File: config.mk
export PLATFORM = sky130hd
export DESIGN_NAME = win_banner
export DESIGN_NICKNAME = d
export VERILOG_FILES = /design/src/rtl/win_banner.sv
export SDC_FILE = /design/constraint.sdc
export NUM_CORES = 1
export LEC_CHECK = 0
export ABC_CLOCK_PERIOD_IN_PS = 2750
export CAP_MARGIN = 10
export CELL_PAD_IN_SITES_DETAIL_PLACEMENT = 1
export CELL_PAD_IN_SITES_GLOBAL_PLACEMENT = 1
export CORE_MARGIN = 4
export CORE_UTILIZATION = 40
export DETAILED_ROUTE_END_ITERATION = 8
export PLACE_DENSITY_LB_ADDON = 0.25
export SKIP_CTS_REPAIR_TIMING = 1
export SLEW_MARGIN = 5
export SYNTH_ARGS = -nofsm -noshare
export SYNTH_HDL_FRONTEND = slang
export SYNTH_SLANG_ARGS = --single-unit
File: constraint.sdc
create_clock -name clk -period 2.75 [get_ports clk]
set_clock_uncertainty 0.05 [all_clocks]
set_input_delay 0.6875 -clock clk [delete_from_list [all_inputs] [get_ports clk]]
set_output_delay 0.6875 -clock clk [all_outputs]
set_load 0.02 [all_outputs]
File: src/rtl/win_banner.sv
// win_banner: renders the "WIN" end-of-game banner on the winner's side.
// A frame-driven controller reveals W, I, N in turn and then blinks the whole banner.
`ifndef PLAYER_1_COLOR
`define PLAYER_1_COLOR 3'd1
`endif
`ifndef PLAYER_2_COLOR
`define PLAYER_2_COLOR 3'd2
`endif
`ifndef WIN_TEXT_PLAYER_1_X_POS
`define WIN_TEXT_PLAYER_1_X_POS 100
`endif
`ifndef WIN_TEXT_PLAYER_2_X_POS
`define WIN_TEXT_PLAYER_2_X_POS 500
`endif
`ifndef WIN_TEXT_Y_POS
`define WIN_TEXT_Y_POS 50
`endif

module win_banner #(
  parameter int SCALE_LOG2    = 2,
  parameter int P1_X          = `WIN_TEXT_PLAYER_1_X_POS,
  parameter int P2_X          = `WIN_TEXT_PLAYER_2_X_POS,
  parameter int TEXT_Y        = `WIN_TEXT_Y_POS,
  parameter int REVEAL_FRAMES = 16,
  parameter int BLINK_FRAMES  = 32
) (
  input  logic        clk,
  input  logic        rst_n,
  input  logic [11:0] x,
  input  logic [11:0] y,
  input  logic [2:0]  winner,
  input  logic        frame_tick,
  input  logic        blink_en,
  output logic        out,
  output logic        reveal_done
);

  typedef enum logic [1:0] {IDLE, REVEAL, HOLD} state_t;

  localparam logic [7:0] REVEAL_LAST = 8'(REVEAL_FRAMES - 1);
  localparam logic [7:0] BLINK_LAST  = 8'(BLINK_FRAMES - 1);

  state_t      state_reg;
  logic [2:0]  win_q_reg;
  logic [1:0]  shown_reg;
  logic        vis_reg;
  logic [7:0]  fcnt_reg;
  logic        is_player;
  logic        restart;

  assign is_player = (winner == `PLAYER_1_COLOR) || (winner == `PLAYER_2_COLOR);
  assign restart   = is_player && ((state_reg == IDLE) || (winner != win_q_reg));

  // Winner changes outrank frame ticks, so a tick in a switch cycle is dropped.
  always_ff @(posedge clk or negedge rst_n) begin
    if (!rst_n) begin
      state_reg   <= IDLE;
      win_q_reg   <= 3'd0;
      shown_reg   <= 2'd0;
      vis_reg     <= 1'b0;
      fcnt_reg    <= 8'd0;
      reveal_done <= 1'b0;
    end else begin
      reveal_done <= (state_reg == HOLD);
      if (!is_player) begin
        state_reg <= IDLE;
        shown_reg <= 2'd0;
        vis_reg   <= 1'b0;
        fcnt_reg  <= 8'd0;
      end else if (restart) begin
        win_q_reg <= winner;
        state_reg <= REVEAL;
        shown_reg <= 2'd1;
        vis_reg   <= 1'b1;
        fcnt_reg  <= 8'd0;
      end else begin
        case (state_reg)
          REVEAL: begin
            if (frame_tick) begin
              if (fcnt_reg == REVEAL_LAST) begin
                fcnt_reg  <= 8'd0;
                shown_reg <= shown_reg + 2'd1;
                if (shown_reg == 2'd2) state_reg <= HOLD;
              end else begin
                fcnt_reg <= fcnt_reg + 8'd1;
              end
            end
          end
          HOLD: begin
            if (!blink_en) begin
              vis_reg  <= 1'b1;
              fcnt_reg <= 8'd0;
            end else if (frame_tick) begin
              if (fcnt_reg == BLINK_LAST) begin
                fcnt_reg <= 8'd0;
                vis_reg  <= ~vis_reg;
              end else begin
                fcnt_reg <= fcnt_reg + 8'd1;
              end
            end
          end
          default: state_reg <= IDLE;
        endcase
      end
    end
  end

  // Stage 1: cell coordinates in 13-bit signed space so left/top misses never wrap.
  logic [12:0] x0;
  logic [12:0] dx;
  logic [12:0] dy;
  logic [11:0] cx_full;
  logic [11:0] cy_full;
  logic        in_grid;
  logic [2:0]  letter;

  assign x0      = (win_q_reg == `PLAYER_2_COLOR) ? 13'(P2_X) : 13'(P1_X);
  assign dx      = {1'b0, x} - x0;
  assign dy      = {1'b0, y} - 13'(TEXT_Y);
  assign cx_full = dx[11:0] >> SCALE_LOG2;
  assign cy_full = dy[11:0] >> SCALE_LOG2;
  assign in_grid = !dx[12] && !dy[12] && (cx_full < 12'd15) && (cy_full < 12'd7);

  always_comb begin
    letter = 3'b100;
    if (cx_full < 12'd7)       letter = 3'b001;
    else if (cx_full < 12'd9)  letter = 3'b010;
  end

  logic [3:0] cx_s1_reg;
  logic [2:0] cy_s1_reg;
  logic       in_grid_s1_reg;
  logic [2:0] letter_s1_reg;

  always_ff @(posedge clk or negedge rst_n) begin
    if (!rst_n) begin
      cx_s1_reg      <= 4'd0;
      cy_s1_reg      <= 3'd0;
      in_grid_s1_reg <= 1'b0;
      letter_s1_reg  <= 3'd0;
    end else begin
      cx_s1_reg      <= cx_full[3:0];
      cy_s1_reg      <= cy_full[2:0];
      in_grid_s1_reg <= in_grid;
      letter_s1_reg  <= letter;
    end
  end

  // Glyph bitmap, bit i = column i; bit 15 pads the unused 16th column.
  function automatic logic [15:0] glyph_row(input logic [2:0] row);
    case (row)
      3'd0:    glyph_row = 16'b0100010101000001;
      3'd1:    glyph_row = 16'b0100110101001001;
      3'd2:    glyph_row = 16'b0100110101001001;
      3'd3:    glyph_row = 16'b0101010101001001;
      3'd4:    glyph_row = 16'b0110010101001001;
      3'd5:    glyph_row = 16'b0110010101001001;
      3'd6:    glyph_row = 16'b0100010100110110;
      default: glyph_row = 16'd0;
    endcase
  endfunction

  logic [2:0]  vis_mask;
  logic [15:0] row_bits;
  logic        lit;

  for (genvar gi = 0; gi < 3; gi++) begin : g_vis
    assign vis_mask[gi] = vis_reg && (shown_reg > 2'(gi));
  end

  assign row_bits = glyph_row(cy_s1_reg);
  assign lit      = row_bits[cx_s1_reg];

  // Stage 2 combines the registered geometry with the controller state of this cycle.
  always_ff @(posedge clk or negedge rst_n) begin
    if (!rst_n) out <= 1'b0;
    else        out <= in_grid_s1_reg && lit && |(letter_s1_reg & vis_mask);
  end

endmodule
==> impl_metrics.tcl <==
set metrics [dict create \
    status "finished clean" \
    max_freq_ghz 0.3956 \
    drtPass1Iterations 4 \
    avgSynthCellArea_um2 8.815 \
    power_density_nw_per_um2 421.2 \
    synth.distinct_cells 46 \
    io_pins 33 \
    core-area_um2 4723 \
    drt-initial-drc-count 44 \
    placed_cells 327 \
    syn_nets 266 \
    vias 1749 \
    drive_gt1_frac 0.1161 \
    drv_slew 0 \
    syn_inst 220 \
    rsz0062_at_grt "no" \
    antenna_found_initial 0 \
    drv_cap 0 \
    final_cell_mix "dfrtp_1, clkdlybuf4s50_1, nor2_1, nand2_1" \
    critPathTopFamily "buffers and inverters" \
    hp-class "reg2reg" \
    nFillCells 570 \
    critPathSlowestCell "clkdlybuf4s50_1" \
    yosys_warnings 0 \
    viasPerCell 5.237 \
    gp_congestion 0.7729 \
    critPathArrivalTime_ns 2.65 \
    required_ns 2.87 \
    synth_area_um2 1939 \
    routedWlPerCell_um 13.75 \
    num_rows 25 \
    fin_ws_ns 0.2220 \
    start_util 0.4106 \
    postRouteAntennaNets 0 \
    slew_headroom 0.6111 \
    synth_edf_count 0 \
    portBuffers 29 \
    grt.total_usage 0.1670 \
    clock_sinks 29 \
    crit_fanout 3 \
    criticalPathCategory "in2reg" \
    worstSkewPairLatency_ns 0.27 \
    cts.reportedPaths.clkPinSlew_ns 0.06 \
    ys_seq_area_frac 0.3742 \
    grt_max_degree 30 \
    h-tree-depth 2 \
    first_global_vias 1834 \
    cp_cell_sequence "clkdlybuf4s50_1, ha_1, nor2b_1, buf_4, o21a_1, o22a_1, o22ai_1, nand2_1, buf_4, nor3b_1" \
    max-clock-path-buffers 2 \
    cts_tree "built" \
    route.detailed.drc 0 \
    endpoint_kind "register" \
    diodes 0 \
    power_leakage_nw 1.061 \
    worst_pin_slew_ns 0.5780 \
    slowest_delay_ns 0.40 \
    die_area_um2 6026 \
    final_nets 313 \
    die_w_um 77.63 \
    critPathBufInv 3 \
    ys_seq_elements 29 \
    grt_pass1_wl_um 8183 \
    die_y_um 77.63 \
    dominantRegCellSynth "dfrtp_1" \
    dp_hpwl_um 3618 \
    cp-start-kind "primary input" \
    fin_crit_sh 0.9193 \
    cts_made_buffers 5 \
    hold_viol 0 \
    root_buffer "clkbuf_8" \
    setup_viol 0 \
    grt_overflow 0 \
    area_growth_pct 29.23 \
    cp_common_cell "buf_4" \
    synth-async-reset-ratio 1.000 \
    wirelength_um 4592 \
    period_minus_slack_ns 2.528 \
    largest_register_ffs 8 \
    ir_drop_uv 241.7 \
    fin_cells 334 \
    post-place-ws_ns -0.1253 \
]
[layer usage]
layer	track usage	vias up	part of all wire
met3	0.03480	5	0.025
met4	0.03737	0	0.0076
met5	0	-	0
met2	0.2868	20	0.51
met1	0.2142	841	0.46
li1	-	883	-
[power breakdown]
group	leakage, nW	internal (mW)	switching [mW]
clock	0.0443	0.198	0.152
sequential	0.376	0.448	0.0214
combinational	0.642	0.120	0.116
total	1.06	0.766	0.289
[logic make-up (layout without fill, tap and decap cells)]
family,after synthesis,in the layout,synth area share
buffers and inverters,18,65,0.03484
XOR/XNOR,12,12,0.05419
AND/OR/NAND/NOR,91,91,0.2432
flip-flops,29,29,0.3742
multiplexers,5,5,0.02774
adder cells (fa/ha/maj),15,15,0.09677
AO/OA/AOI/OAI,50,50,0.1690
[final timing paths]
| path | slack [ns] | end | cells past startpoint | from |
|---|---|---|---|---|
| setup / recovery | 0.22 | letter_s1_reg[0] | 10 | x[4] |
| hold / removal | 0.46 | fcnt_reg[3] | 1 | fcnt_reg[3] |
| setup reg to reg | 0.39 | letter_s1_reg[0] | 11 | win_q_reg[0] |
| hold reg to reg | 0.46 | fcnt_reg[3] | 1 | fcnt_reg[3] |
| max in group asynchronous | 1.61 | win_q_reg[1] | 2 | rst_n |
| min in group asynchronous | 0.76 | fcnt_reg[1] | 2 | rst_n |
[Yosys cell counts, types with 2 or more instances]
library cell | count | share of area
o21a_1 | 3 | 0.012
nor3_1 | 7 | 0.018
clkbuf_1 | 3 | 0.0058
nand2_1 | 18 | 0.035
a31oi_1 | 3 | 0.0097
xnor2_1 | 6 | 0.027
o21ai_0 | 14 | 0.036
nor2b_1 | 7 | 0.023
nand2b_1 | 7 | 0.023
nand4b_1 | 2 | 0.0090
a21oi_1 | 9 | 0.023
inv_1 | 15 | 0.029
or4_1 | 2 | 0.0077
mux2i_1 | 2 | 0.010
dfrtp_1 | 29 | 0.37
nor4_1 | 4 | 0.013
o31ai_1 | 3 | 0.012
ha_1 | 15 | 0.097
nor2_1 | 22 | 0.043
or2_2 | 2 | 0.0065
o22ai_1 | 3 | 0.0097
mux2_2 | 3 | 0.017
xor2_1 | 6 | 0.027
nand3_1 | 13 | 0.034
[metrics by stage]
step                hold slack (ns)  power (mW)  setup TNS, ns  instance area, um2  utilization
global route                 0.4953       1.125              0                2506       0.5306
global placement             0.4477      0.7020       -0.04619                2407       0.5097
floorplan                    0.3419      0.6011              0                1939            -
finish                       0.4602       1.056              0                2506       0.5306
detailed placement           0.4574      0.7117        -0.1785                2407       0.5097
CTS                          0.4657       1.066              0                2494       0.5279
[final cells by class]
cell class                 count  area, um2  share of cell area
clock buffer                   7      86.33             0.03445
inverter                      15      56.30             0.02247
multi-input combinational    173       1159              0.4623
sequential                    29      725.7              0.2896
tap                           67      83.83             0.03345
timing repair buffer          43      395.4              0.1578
No activity file was read; power rests on OpenSTA's default activity.
